File: config.mk
export PLATFORM = sky130hd
export DESIGN_NAME = debounce_botones_flat
export DESIGN_NICKNAME = d
export VERILOG_FILES = /design/src/rtl/debounce_botones_if.sv /design/src/rtl/debounce_botones.sv /design/src/flat_wrapper.sv
export SDC_FILE = /design/constraint.sdc
export NUM_CORES = 1
export LEC_CHECK = 0
export ABC_AREA = 1
export BUFFER_PORTS_ARGS = -buffer_cell sky130_fd_sc_hd__buf_2
export CAP_MARGIN = 20
export CORE_MARGIN = 2
export CORE_UTILIZATION = 30
export CTS_BUF_LIST = sky130_fd_sc_hd__clkbuf_4
export CTS_CLUSTER_SIZE = 30
export DETAILED_ROUTE_END_ITERATION = 10
export GPL_ROUTABILITY_DRIVEN = 1
export PLACE_DENSITY = 0.43
export SLEW_MARGIN = 30
export SYNTH_ARGS = -nofsm -noshare
export SYNTH_HDL_FRONTEND = slang
export SYNTH_SLANG_ARGS = --single-unit
File: constraint.sdc
create_clock -name clk -period 2 [get_ports clk]
set_clock_uncertainty 0.1 [all_clocks]
set_input_delay 0.1 -clock clk [delete_from_list [all_inputs] [get_ports clk]]
set_output_delay 0.1 -clock clk [all_outputs]
set_load 0.01 [all_outputs]
File: src/rtl/debounce_botones_if.sv
// debounce_botones_if: raw buttons and PicoBlaze read port in, sticky press flags and debounced levels out.
interface debounce_botones_if;
    logic [3:0] btn_raw;
    logic [7:0] Port_ID;
    logic       read_strobe;
    logic       aumenta;
    logic       disminuye;
    logic       siguiente;
    logic       anterior;
    logic [3:0] btn_estable;

    modport master (
        output btn_raw, Port_ID, read_strobe,
        input  aumenta, disminuye, siguiente, anterior, btn_estable
    );
    modport slave (
        input  btn_raw, Port_ID, read_strobe,
        output aumenta, disminuye, siguiente, anterior, btn_estable
    );
endinterface

File: src/rtl/debounce_botones.sv
// debounce_botones: synchronize, debounce and latch four buttons as sticky flags cleared by PicoBlaze port reads;
// bits 0/1 auto-repeat while held.
module debounce_botones #(
    parameter int DEBOUNCE_CYCLES = 500000,
    parameter int REPEAT_DELAY    = 50000000,
    parameter int REPEAT_RATE     = 10000000
) (
    input logic clk,
    input logic reset,
    debounce_botones_if.slave bus
);
    localparam int DW = $clog2(DEBOUNCE_CYCLES);
    localparam int RW = $clog2(REPEAT_DELAY > REPEAT_RATE ? REPEAT_DELAY : REPEAT_RATE);

    typedef enum logic [1:0] {IDLE, HOLD, REPEAT} state_t;

    logic [3:0] sync_a, sync, estable, flag, press, rep, clr;

    always_ff @(posedge clk or negedge reset)
        if (!reset) {sync, sync_a} <= '0;
        else        {sync, sync_a} <= {sync_a, bus.btn_raw};

    for (genvar i = 0; i < 4; i++) begin : g_bit
        logic [DW-1:0] cnt;
        logic          est_q, flag_q;
        assign estable[i] = est_q;
        assign flag[i]    = flag_q;
        // press fires on the same edge the debounced level rises, so flag and level rise together
        assign press[i] = sync[i] & ~est_q & (cnt == DW'(DEBOUNCE_CYCLES - 1));
        assign clr[i]   = bus.read_strobe & (bus.Port_ID == 8'(3 + i));
        always_ff @(posedge clk or negedge reset)
            if (!reset) begin
                cnt    <= '0;
                est_q  <= 1'b0;
                flag_q <= 1'b0;
            end else begin
                flag_q <= press[i] | rep[i] | (flag_q & ~clr[i]);
                if (sync[i] == est_q) cnt <= '0;
                else if (cnt == DW'(DEBOUNCE_CYCLES - 1)) begin
                    est_q <= sync[i];
                    cnt   <= '0;
                end else cnt <= cnt + 1'b1;
            end

        if (i < 2) begin : g_rep
            state_t        state;
            logic [RW-1:0] rcnt;
            assign rep[i] = est_q & ((state == HOLD   && rcnt == RW'(REPEAT_DELAY - 1)) ||
                                     (state == REPEAT && rcnt == RW'(REPEAT_RATE - 1)));
            always_ff @(posedge clk or negedge reset)
                if (!reset) begin
                    state <= IDLE;
                    rcnt  <= '0;
                end else if (state == IDLE) begin
                    rcnt <= '0;
                    if (press[i]) state <= HOLD;
                end else if (!est_q) begin
                    state <= IDLE;
                    rcnt  <= '0;
                end else if (rep[i]) begin
                    state <= REPEAT;
                    rcnt  <= '0;
                end else rcnt <= rcnt + 1'b1;
        end else begin : g_norep
            assign rep[i] = 1'b0;
        end
    end

    assign bus.aumenta     = flag[0];
    assign bus.disminuye   = flag[1];
    assign bus.siguiente   = flag[2];
    assign bus.anterior    = flag[3];
    assign bus.btn_estable = estable;
endmodule
File: src/flat_wrapper.sv
// flat-port wrapper written by rule: the top's interface ports become plain ports
module debounce_botones_flat 
#(
    parameter int DEBOUNCE_CYCLES = 500000,
    parameter int REPEAT_DELAY    = 50000000,
    parameter int REPEAT_RATE     = 10000000
)
  (clk, reset, bus_btn_raw, bus_Port_ID, bus_read_strobe, bus_aumenta, bus_disminuye, bus_siguiente, bus_anterior, bus_btn_estable);
  debounce_botones_if bus_i ();
  input logic clk;
  input logic reset;
  input wire logic [$bits(bus_i.btn_raw)-1:0] bus_btn_raw;
  input wire logic [$bits(bus_i.Port_ID)-1:0] bus_Port_ID;
  input wire logic [$bits(bus_i.read_strobe)-1:0] bus_read_strobe;
  output wire logic [$bits(bus_i.aumenta)-1:0] bus_aumenta;
  output wire logic [$bits(bus_i.disminuye)-1:0] bus_disminuye;
  output wire logic [$bits(bus_i.siguiente)-1:0] bus_siguiente;
  output wire logic [$bits(bus_i.anterior)-1:0] bus_anterior;
  output wire logic [$bits(bus_i.btn_estable)-1:0] bus_btn_estable;
  assign bus_i.btn_raw = bus_btn_raw;
  assign bus_i.Port_ID = bus_Port_ID;
  assign bus_i.read_strobe = bus_read_strobe;
  assign bus_aumenta = bus_i.aumenta;
  assign bus_disminuye = bus_i.disminuye;
  assign bus_siguiente = bus_i.siguiente;
  assign bus_anterior = bus_i.anterior;
  assign bus_btn_estable = bus_i.btn_estable;
  debounce_botones #(.DEBOUNCE_CYCLES(DEBOUNCE_CYCLES), .REPEAT_DELAY(REPEAT_DELAY), .REPEAT_RATE(REPEAT_RATE)) u_core (.clk(clk), .reset(reset), .bus(bus_i));
endmodule
; Word level (Yosys, flattened, before mapping)
; Cells that the tools add are included.
[totals]
reg_bits = 148
input_bits = 15
[classes]
eq_ne = 24
bitwise_logic = 36
mux = 22
n_reduce_logical = 14
n_addsub = 6
[op_table]
columns = cell, n
row1 = 26-bit 2-to-1 mux, 6
row2 = 19-bit 2-to-1 mux, 8
row3 = "19-bit by 1-bit adder with 19-bit output, second input constant", 4
row4 = "19-bit equality test, second input constant", 4
row5 = "26-bit by 1-bit adder with 26-bit output, second input constant", 2
row6 = "26-bit by 24-bit equality test with 1-bit output, second input constant", 2
row7 = "26-bit equality test, second input constant", 2
row8 = "8-bit by 3-bit equality test with 1-bit output, second input constant", 3
row9 = 1-bit bitwise AND, 18
row10 = 2-bit 2-to-1 mux, 8
row11 = 1-bit inverter, 12
row12 = 2-bit AND reduction, 6
row13 = "8-bit by 2-bit equality test with 1-bit output, second input constant", 1
row14 = "3-bit by 2-bit inequality test with 1-bit output, second input constant", 2
row15 = 1-bit bitwise OR, 6
row16 = 1-bit equality test, 4
row17 = "2-bit by 1-bit equality test with 1-bit output, second input constant", 2
row18 = "2-bit equality test, second input constant", 2
row19 = 1-bit logical AND, 4
row20 = 2-bit logical NOT, 2
row21 = "2-bit by 1-bit inequality test with 1-bit output, second input constant", 2
row22 = 1-bit logical OR, 2

; Longest topological paths before layout
; Gate-level depths: netlist of the first run.
[depth]
ltp_word = 7
ltp_mapped = 10
depth_no_buf = 9

; Least setup slack after synthesis of the first run
; No wires, ideal clock.
[synth_timing]
path_kind = register to register
from = register u_core.g_bit[0].g_rep.rcnt[0]
to = register u_core.g_bit[0].g_rep.rcnt[20]
stages_incl_launch_ff = 10
synth_period_minus_slack_ns = 1.669
required_time_ns = 1.782
arrival_time_ns = 1.451
slack_ns = 0.331
cell_sequence = dfrtp_1 > ha_1 > nand3_2 > nor2_2 > nand2_1 > nor3_2 > nand2_2 > nand2_2 > buf_6 > nor2_1
[synth_via]
elab_chain_cells = 7
[synth_lines]
columns = item, line_no
row1 = "start, declared", debounce_botones.sv:47  ; logic [RW-1:0] rcnt;
row2 = "start signal, assigned", debounce_botones.sv:63  ; end else rcnt <= rcnt + 1'b1;
row3 = branches (longest 4 deep; another with 26-bit by 1-bit adder with 26-bit output), n/a
row4 = 26-bit 2-to-1 mux *, debounce_botones.sv:60  ; end else if (rep[i]) begin
row5 = 26-bit 2-to-1 mux *, debounce_botones.sv:57  ; end else if (!est_q) begin
row6 = 26-bit 2-to-1 mux *, debounce_botones.sv:54  ; end else if (state == IDLE) begin
; Every way passes the cells marked *.
; A chain may end at the register's enable or synchronous reset.

; Worst setup path in the final report of the first run
[layout_timing]
from = input port bus_Port_ID[6]
to = register u_core.g_bit[0].flag_q, in the netlist u_core.bus.aumenta
[layout_via]
elab_chain_cells = 5
[layout_lines]
columns = item, line_no
row1 = "start, declared", flat_wrapper.sv:13  ; input wire logic [$bits(bus_i.Port_ID)-1:0] bus_Port_ID;
row2 = 8-bit by 2-bit equality test with 1-bit output, debounce_botones.sv:30  ; assign clr[i] = bus.read_strobe & (bus.Port_ID == 8'(3 + i));
row3 = 1-bit bitwise AND, debounce_botones.sv:30
row4 = 1-bit inverter, debounce_botones.sv:37  ; flag_q <= press[i] | rep[i] | (flag_q & ~clr[i]);
row5 = 1-bit bitwise AND, debounce_botones.sv:37
row6 = 1-bit bitwise OR, debounce_botones.sv:37
row7 = "end signal, assigned", debounce_botones.sv:37
row8 = "end, declared", debounce_botones.sv:25  ; logic est_q, flag_q;
; No other way between the ends.

==> results of run 1 <==
==> metrics by stage <==
stage | area, µm² | cells | util | hold slack [ns] | setup WS [ns]
6_report | 9690 | 1625 | 0.349 | 0.0840 | 0.140
5_1_grt | 9690 | 1625 | 0.349 | 0.0183 | 0.00732
4_1_cts | 9630 | 1619 | 0.347 | 0.00137 | 0.110
3_5_place_dp | 9160 | 1570 | 0.330 | -0.00795 | 0.130
3_3_place_gp | 9160 | 1570 | 0.330 | -0.0160 | 0.150
2_1_floorplan | 8450 | 1159 | - | -0.296 | 0.331
==> how the worst max path moves through the flow <==
stage / start / end / slack (ns)
after global routing: u_core.g_bit[3].cnt[0] / u_core.g_bit[3].est_q / 0.007
final: bus_Port_ID[6] / u_core.bus.aumenta / 0.14
after CTS: u_core.g_bit[3].cnt[0] / u_core.g_bit[3].est_q / 0.11
after global placement: u_core.g_bit[3].cnt[0] / u_core.g_bit[3].est_q / 0.15
after detailed placement: u_core.g_bit[3].cnt[0] / u_core.g_bit[3].est_q / 0.13
after floorplan: u_core.g_bit[0].g_rep.rcnt[0] / u_core.g_bit[0].g_rep.rcnt[20] / 0.33
==> area by class of cell <==
class | instances | area [µm²] | area share
tap | 378 | 473 | 0.0488
clock inverter | 13 | 159 | 0.0164
clock buffer | 18 | 135 | 0.0139
inverter | 142 | 533 | 0.0550
sequential | 148 | 3700 | 0.382
antenna | 2 | 5.00 | 0.000516
timing repair buffer | 66 | 532 | 0.0549
multi-input combinational | 858 | 4150 | 0.428
==> where the power goes <==
part           total [mW]  internal [mW]  switching [mW]  leakage (nW)
sequential           3.05           3.03          0.0251          2.02
clock                2.05          0.868            1.18         0.146
combinational       0.233         0.0854           0.148          1.71
==> registers in the layout, summed over array words and instances (netlist names) <==
name and cells:
u_core.bus.disminuye 1, u_core.g_bit.g_rep.state 4, u_core.bus.siguiente 1, u_core.sync 4, u_core.bus.aumenta 1, u_core.g_bit.est_q 4, u_core.g_bit.cnt 76, u_core.bus.anterior 1
u_core.sync_a 4, u_core.g_bit.g_rep.rcnt 52
==> cell usage after synthesis, types with 4 or more instances <==
cell	n
a21oi_1	13
buf_4	4
clkbuf_1	4
dfrtp_1	148
ha_1	10
inv_1	142
nand2_1	247
nand3_1	95
nand3b_1	6
nand4_1	42
nor2_1	290
nor2_2	14
nor3_1	40
nor3_2	4
o21ai_0	10
xnor2_1	11
xor2_1	49
==> timing repair <==
item	4_1_cts	5_1_grt
resized for setup	0	5
endpoints found under the hold margin	156	1
endpoints found under the setup margin	0	13
buffers inserted	0	3
hold buffers	18	1
==> cells by family after synthesis <==
logic type	synth area share
adder cells (fa/ha/maj)	0.0148
XOR/XNOR	0.0622
buffers and inverters	0.0734
AO/OA/AOI/OAI	0.0204
AND/OR/NAND/NOR	0.391
flip-flops	0.438
==> routing by layer <==
metal,global-route usage,part of all wire,wire [µm],vias to the layer above
met4,0.0490,0.015,314,0
met3,0.0291,0.034,727,23
li1,-,-,-,3817
met5,0,0,0,-
met1,0.211,0.49,10500,3370
met2,0.258,0.46,9820,124
==> flow_metrics.tcl, run 1 <==
set metrics [dict create \
    die_x_um 172 \
    clk_pin_slew_ns 0.13 \
    io_pins 23 \
    synth_top_area_share 0.438 \
    hold_end "u_core.sync_a[2]" \
    fin_crit_ns 1.86 \
    mostFrequentLayoutCells "nor2_1, nand2_1, dfrtp_1" \
    clkLatencyLatePin_ns 0.58 \
    tritoncts "done" \
    die-area_um2 29500 \
    cp.depth 8 \
    drv_slew 0 \
    ys.flop_type "dfrtp_1" \
    synth_seq_cells 148 \
    grt_first_pass_wirelength_mm 36.4 \
    firstDrtPassIters 5 \
    worst_setup_path_end_kind "flip-flop" \
    rows 61 \
    ff2ff_setup_slack_ns 0.17 \
    r2r_end "u_core.g_bit[0].g_rep.rcnt[22]" \
    h-tree-depth 4 \
    vias 7334 \
    area_delta_synth_final_pct 14.6 \
    cts.path.max_buffers 2 \
    worst_slew_pin_slew_ns 0.607 \
    fill_cells 3049 \
    relSlewSlack 0.594 \
    critical_path_class "in -> reg" \
    crit_family "buffers and inverters" \
    grt_usage 0.157 \
    cts_buffers 17 \
    initial_core_util 0.304 \
    maxCapViolations 0 \
    slowest_stage "dlygate4sd3_1" \
    synth_cells 1159 \
    critPathLaunchType "primary input" \
    antenna_found_initial 1 \
    routabilityCongestion 0.866 \
    synth_area_per_cell_um2 7.29 \
    worstPathRequired_ns 2.37 \
    reg2reg_depth 9 \
    coreArea_um2 27800 \
    cp_cell_sequence "dlygate4sd3_1 > buf_2 > nor2_1 > dlygate4sd3_1 > nand3_1 > dlygate4sd3_1 > a21oi_1 > nand2_1" \
    r2r-start "u_core.g_bit[0].g_rep.rcnt[0]" \
    crit_top_cell "dlygate4sd3_1" \
    drt-vias-per-instance 4.51 \
    drc 0 \
    ant_nets 0 \
    report.final.hold_viol_count 0 \
    nets 1258 \
    critical_path_arrival_ns 2.23 \
    power_mw 5.34 \
    grt_max_degree 49 \
    grt-ovfl-total 0 \
    holdPathStages 2 \
    drtIter0Drc 456 \
    total_leakage_power_nw 3.88 \
    async_reset_ff_frac 1.00 \
    syn-num-nets 1184 \
    ys_warn_count 0 \
    setup_viol 0 \
    grt_pass1_vias 7152 \
    synth_edf_count 0 \
    yosysSeqAreaShare 0.438 \
    max_freq_ghz 0.538 \
    drive_gt1_frac 0.0892 \
    drt-total-wl_mm 21.4 \
    final.setup.tns_ns 0 \
    cp_max_fo 2 \
    ys_types 35 \
    rsz0062_at_grt "no" \
    status "complete, no violations" \
    hp-start "bus_btn_raw[2]" \
    wire_per_inst_um 13.2 \
    layout_commonest_cell "nor2_1" \
    ctsRootBufferMaster "clkbuf_4" \
    fp.dieH_um 172 \
    cp_num_buf_inv 4 \
    clock-sinks 148 \
    p_per_area_nw_per_um2 551 \
    critPathMaxStageDelay_ns 0.57 \
    min_path_type "in -> reg" \
    ir_worst_vdd_v 0.000355 \
    port_buffers 22 \
    synth.area.top_cells "dfrtp_1, nor2_1, nand2_1" \
    dp_hpwl_mm 16.2 \
    synth_area_um2 8450 \
    min_period_over_period 0.930 \
    yosysTopAreaCell "dfrtp_1" \
]
Power figures use the tool's default switching activity.
==> run 2, diff against run 1 <==
--- a/config.mk
+++ b/config.mk
@@ -14,6 +14,7 @@
 export CTS_CLUSTER_SIZE = 30
 export DETAILED_ROUTE_END_ITERATION = 10
 export GPL_ROUTABILITY_DRIVEN = 1
+export MAX_ROUTING_LAYER = met4
 export PLACE_DENSITY = 0.43
 export SLEW_MARGIN = 30
 export SYNTH_ARGS = -nofsm -noshare
==> run 2 against run 1 <==
Critical path type unchanged. Worst setup slack got worse by 0.0020 ns. Sequential cell count unchanged. Largest cell class unchanged. Non-clock buffer count unchanged. Largest power group unchanged. Sequential share of layout area unchanged. Via count shrank 0.52%. Hold slack got worse by 0.00098 ns.
==> flow_metrics.tcl, run 2 (synthesized netlist as in run 1, its figures left out) <==
set metrics [dict create \
    reg2reg_depth 9 \
    grt_usage 0.162 \
    critPathMaxStageDelay_ns 0.57 \
    drv_slew 0 \
    crit_top_cell "dlygate4sd3_1" \
    drt-total-wl_mm 21.4 \
    critical_path_class "in -> reg" \
    rows 61 \
    regArea_um2 3700 \
    grtUsageMet2 0.258 \
    die-area_um2 29500 \
    dp_slack_ns 0.130 \
    clock-sinks 148 \
    final.setup.tns_ns 0 \
    worst_slew_pin_slew_ns 0.612 \
    mostFrequentLayoutCells "nor2_1, nand2_1, dfrtp_1" \
    grt-ovfl-total 0 \
    slowest_stage "dlygate4sd3_1" \
    cp_num_buf_inv 4 \
    cts_buffers 17 \
    largest_register_ffs 76 \
    clk_pin_slew_ns 0.13 \
    min_period_over_period 0.931 \
    io_pins 23 \
    drt-vias-per-instance 4.49 \
    ant_nets 0 \
    antenna_found_initial 1 \
    min_path_type "in -> reg" \
    cp_cell_sequence "dlygate4sd3_1 > buf_2 > nor2_1 > dlygate4sd3_1 > nand3_1 > dlygate4sd3_1 > a21oi_1 > nand2_1" \
    fill_cells 3049 \
    grt_max_degree 49 \
    regMostFlops "u_core.g_bit.cnt" \
    layout_commonest_cell "nor2_1" \
    ctsRootBufferMaster "clkbuf_4" \
    h-tree-depth 4 \
    drc 0 \
    hold_end "u_core.sync_a[2]" \
    cts.path.max_buffers 2 \
    worstPathRequired_ns 2.37 \
    initial_core_util 0.304 \
    drtIter0Drc 433 \
    r2r_end "u_core.g_bit[0].g_rep.rcnt[22]" \
    report.final.hold_viol_count 0 \
    ir_worst_vdd_v 0.000353 \
    clkLatencyLatePin_ns 0.58 \
    fp.dieH_um 172 \
    grt_busiest_layer "met2" \
    critPathLaunchType "primary input" \
    coreArea_um2 27800 \
    biggestRegsByFlops "u_core.g_bit.cnt x76, u_core.g_bit.g_rep.rcnt x52" \
    vias 7296 \
    worst_setup_path_end_kind "flip-flop" \
    critical_path_arrival_ns 2.23 \
    multi_input_area_um2 4150 \
    status "complete, no violations" \
    grt_use_met1 0.211 \
    holdPathStages 2 \
    firstDrtPassIters 5 \
    fin_crit_ns 1.86 \
    rsz0062_at_grt "no" \
    crit_family "buffers and inverters" \
    area_delta_synth_final_pct 14.6 \
    grt_pass1_vias 7166 \
    p_per_area_nw_per_um2 551 \
    dp_hpwl_mm 16.2 \
    setup_ws_ns 0.138 \
    ff2ff_setup_slack_ns 0.17 \
    r2r-start "u_core.g_bit[0].g_rep.rcnt[0]" \
    tritoncts "done" \
    relSlewSlack 0.590 \
    port_buffers 22 \
    cp_max_fo 2 \
    drive_gt1_frac 0.0892 \
    total_leakage_power_nw 3.88 \
    max_freq_ghz 0.537 \
    routabilityCongestion 0.880 \
    final_util 0.349 \
    wire_per_inst_um 13.2 \
    maxCapViolations 0 \
    grt_use_met3 0.0291 \
    nets 1258 \
    setup_viol 0 \
    die_x_um 172 \
    grt_first_pass_wirelength_mm 36.4 \
    hp-start "bus_btn_raw[2]" \
]
==> run 2: cell counts in the layout (fill, tap and decap cells not counted) <==
Identical to the previous run, type by type.
==> run 2: report_power, final <==
part / total [mW] / internal, mW / switching, mW
clock: 2.05 / 0.868 / 1.18
combinational: 0.233 / 0.0854 / 0.148
sequential: 3.05 / 3.03 / 0.0249
==> run 2: timing repair <==
action | in CTS | in global routing
hold buffers | 18 | 1
setup buffers | 0 | 3
gates resized for setup | 0 | 5
setup endpoints to repair | 0 | 13
hold endpoints to repair | 156 | 1
==> run 2: area by class of cell <==
| type | instances | share of cell area |
|---|---|---|
| Multi-Input combinational cell | 858 | 0.428 |
| Sequential cell | 148 | 0.382 |
| Inverter | 142 | 0.0550 |
| Timing Repair Buffer | 66 | 0.0549 |
| Tap cell | 378 | 0.0488 |
| Clock inverter | 13 | 0.0164 |
| Clock buffer | 18 | 0.0139 |
| Antenna cell | 2 | 0.000516 |
==> run 2: worst max path at each step <==
stage | from | to | slack (ns) | depth (start not counted)
global placement | u_core.g_bit[3].cnt[0] | u_core.g_bit[3].est_q | 0.15 | 8
CTS | u_core.g_bit[3].cnt[0] | u_core.g_bit[3].est_q | 0.11 | 8
detailed placement | u_core.g_bit[3].cnt[0] | u_core.g_bit[3].est_q | 0.13 | 8
finish | bus_Port_ID[6] | u_core.bus.aumenta | 0.14 | 8
global route | u_core.g_bit[3].cnt[0] | u_core.g_bit[3].est_q | 0.007 | 8
floorplan | u_core.g_bit[0].g_rep.rcnt[0] | u_core.g_bit[0].g_rep.rcnt[20] | 0.33 | 9
==> run 2: metal layers <==
metal  vias up  wire length (µm)
li1       3817                 -
met1      3350             10600
met2       108              9850
met3        21               645
met4         0               312
met5         -                 0
==> run 2: per-stage QoR <==
| stage | instances | hold slack, ns | power (mW) | instance area (µm²) |
|---|---|---|---|---|
| global placement | 1570 | -0.0160 | 3.32 | 9160 |
| finish | 1625 | 0.0831 | 5.34 | 9690 |
| detailed placement | 1570 | -0.00795 | 3.32 | 9160 |
| floorplan | 1159 | -0.296 | 3.18 | 8450 |
| global route | 1625 | 0.0186 | 5.64 | 9690 |
| CTS | 1619 | 0.00137 | 5.45 | 9630 |
==> run 3, diff against run 2 <==
--- a/config.mk
+++ b/config.mk
@@ -8,6 +8,8 @@
 export ABC_AREA = 1
 export BUFFER_PORTS_ARGS = -buffer_cell sky130_fd_sc_hd__buf_2
 export CAP_MARGIN = 20
+export CELL_PAD_IN_SITES_DETAIL_PLACEMENT = 2
+export CELL_PAD_IN_SITES_GLOBAL_PLACEMENT = 2
 export CORE_MARGIN = 2
 export CORE_UTILIZATION = 30
 export CTS_BUF_LIST = sky130_fd_sc_hd__clkbuf_4
@@ -15,7 +17,7 @@
 export DETAILED_ROUTE_END_ITERATION = 10
 export GPL_ROUTABILITY_DRIVEN = 1
 export MAX_ROUTING_LAYER = met4
-export PLACE_DENSITY = 0.43
+export PLACE_DENSITY = 0.66
 export SLEW_MARGIN = 30
 export SYNTH_ARGS = -nofsm -noshare
 export SYNTH_HDL_FRONTEND = slang
==> run 3 against run 2 <==
Largest cell class unchanged. Fmax up 1.0%. Sequential share of layout area down 0.31 points. Critical path depth unchanged. Cell count up 0.31%. First-iteration DRC count down 38%.
==> flow_metrics.tcl, run 3 (synthesized netlist as in run 1, its figures left out) <==
set metrics [dict create \
    dp_hpwl_mm 20.6 \
    clkLatencyLatePin_ns 0.60 \
    min_period_over_period 0.921 \
    final_util 0.352 \
    grt_use_met3 0.0327 \
    final_area_um2 9770 \
    biggestRegsByFlops "u_core.g_bit.cnt x76, u_core.g_bit.g_rep.rcnt x52" \
    worst_slew_pin_slew_ns 0.558 \
    die_x_um 172 \
    critPathLaunchType "flip-flop" \
    fin_crit_ns 1.84 \
    report.final.hold_viol_count 0 \
    p_per_area_nw_per_um2 570 \
    grtUsageMet2 0.322 \
    area_delta_synth_final_pct 15.6 \
    p_seq_frac 0.548 \
    min_path_type "in -> reg" \
    cts.path.max_buffers 2 \
    clk_pin_slew_ns 0.13 \
    wire_per_inst_um 16.6 \
    intPower_mw 4.15 \
    switchingPower_mw 1.42 \
    h-tree-depth 4 \
    grt_pass1_vias 8491 \
    critical_path_arrival_ns 2.22 \
    grt_busiest_layer "met2" \
    holdWs_ns 0.0678 \
    routabilityCongestion 0.818 \
    mostFrequentLayoutCells "nor2_1, nand2_1, dfrtp_1" \
    slowest_stage "dfrtp_1" \
    drt-total-wl_mm 27.0 \
    worst_setup_path_end_kind "flip-flop" \
    holdPathStages 2 \
    ant_nets 0 \
    grt_use_met1 0.271 \
    drv_slew 0 \
    cp.depth 8 \
    cts_buffers 17 \
    die-area_um2 29500 \
    relSlewSlack 0.625 \
    regMostFlops "u_core.g_bit.cnt" \
    fp.dieH_um 172 \
    grt_usage 0.201 \
    max_freq_ghz 0.543 \
    placedInstanceArea_um2 9220 \
    layout_commonest_cell "nor2_1" \
    grt-ovfl-total 0 \
    worstPathRequired_ns 2.37 \
    critPathMaxStageDelay_ns 0.40 \
    tritoncts "done" \
    reg2reg_depth 8 \
    status "complete, no violations" \
    drc 0 \
    total_leakage_power_nw 3.93 \
    drt-vias-per-instance 4.73 \
    drive_gt1_frac 0.0999 \
    initial_core_util 0.304 \
    crit_family "simple AND/OR/NAND/NOR gates" \
    grt_first_pass_wirelength_mm 45.1 \
    drtIter0Drc 268 \
    grt_max_degree 51 \
    cp_max_fo 5 \
    antenna_found_initial 1 \
    cp_num_buf_inv 1 \
    ir_worst_vdd_v 0.000420 \
    maxCapViolations 0 \
    power_mw 5.57 \
    firstDrtPassIters 4 \
    setup_viol 0 \
    nets 1263 \
    clkPwrFrac 0.408 \
    ctsRootBufferMaster "clkbuf_4" \
    largest_register_ffs 76 \
    power.share.combinational 0.044 \
    rows 61 \
    cp_cell_sequence "ha_1 > nand2_1 > nor2_1 > inv_1 > nor2_1 > nand4_1 > o21ai_0 > nand2_1" \
    clock-sinks 148 \
    coreArea_um2 27800 \
    port_buffers 22 \
    switching_share 0.254 \
    io_pins 23 \
    vias 7718 \
    critical_path_class "reg -> reg" \
]
[run 3: changes by cell type in the layout (fill, tap and decap cells not counted), sizes merged, moves of 2 or more]
cell | before | now
clkbuf | 18 | 20
buf | 47 | 54
dlygate4sd3 | 19 | 17
clkinv | 5 | 3
[run 3: layer usage]
layer / vias up / wire (µm)
met4: 0 / 255
li1: 3820 / -
met5: - / 0
met1: 3836 / 13500
met3: 14 / 563
met2: 48 / 12700
[run 3: what timing repair did]
item	in CTS	in global routing
hold endpoints to repair	156	0
resized for setup	1	8
setup endpoints to repair	7	24
hold buffers	18	0
setup buffers	0	1
[run 3: worst paths after layout]
| check | startpoint | end | slack, ns |
|---|---|---|---|
| min in group asynchronous | reset | u_core.g_bit[3].cnt[7] | 0.55 |
| hold reg to reg | u_core.sync_a[1] | u_core.sync[1] | 0.27 |
| setup / recovery | u_core.g_bit[0].cnt[0] | u_core.g_bit[0].est_q | 0.16 |
| hold / removal | bus_btn_raw[1] | u_core.sync_a[1] | 0.07 |
| max in group asynchronous | reset | u_core.g_bit[2].cnt[14] | 0.92 |
| setup reg to reg | u_core.g_bit[0].cnt[0] | u_core.g_bit[0].est_q | 0.16 |
[run 3: final cells by class]
class	count	area, µm²
tap	378	473
clock buffer	20	150
multi-input combinational	858	4160
timing repair buffer	71	577
sequential	148	3700
clock inverter	12	179
inverter	142	533
fill	3381	18000
antenna	1	2.50
[run 3: stage by stage]
stage	setup WS, ns	instances	setup TNS (ns)
2_1_floorplan	0.331	1159	0
3_3_place_gp	0.0915	1578	0
3_5_place_dp	0.0361	1578	0
4_1_cts	0.0656	1628	0
5_1_grt	-0.0218	1630	-0.0433
6_report	0.157	1630	0
[run 3: worst reg2reg max path, delay by kind of cell (launching register included)]
kind / cells / cell delay (ns)
AO/OA/AOI/OAI: 1 / 0.25
adder cells (fa/ha/maj): 1 / 0.23
buffers and inverters: 1 / 0.06
flip-flops: 1 / 0.40
AND/OR/NAND/NOR: 5 / 0.68
[run 3: power groups by stage]
stage               sequential [mW]  combinational [mW]  clock (mW)
finish                         3.05               0.246        2.27
global placement               3.11               0.215           0
detailed placement             3.11               0.221           0
floorplan                      3.11              0.0726           0
global route                   3.06               0.282        2.49
CTS                            3.05               0.256        2.39
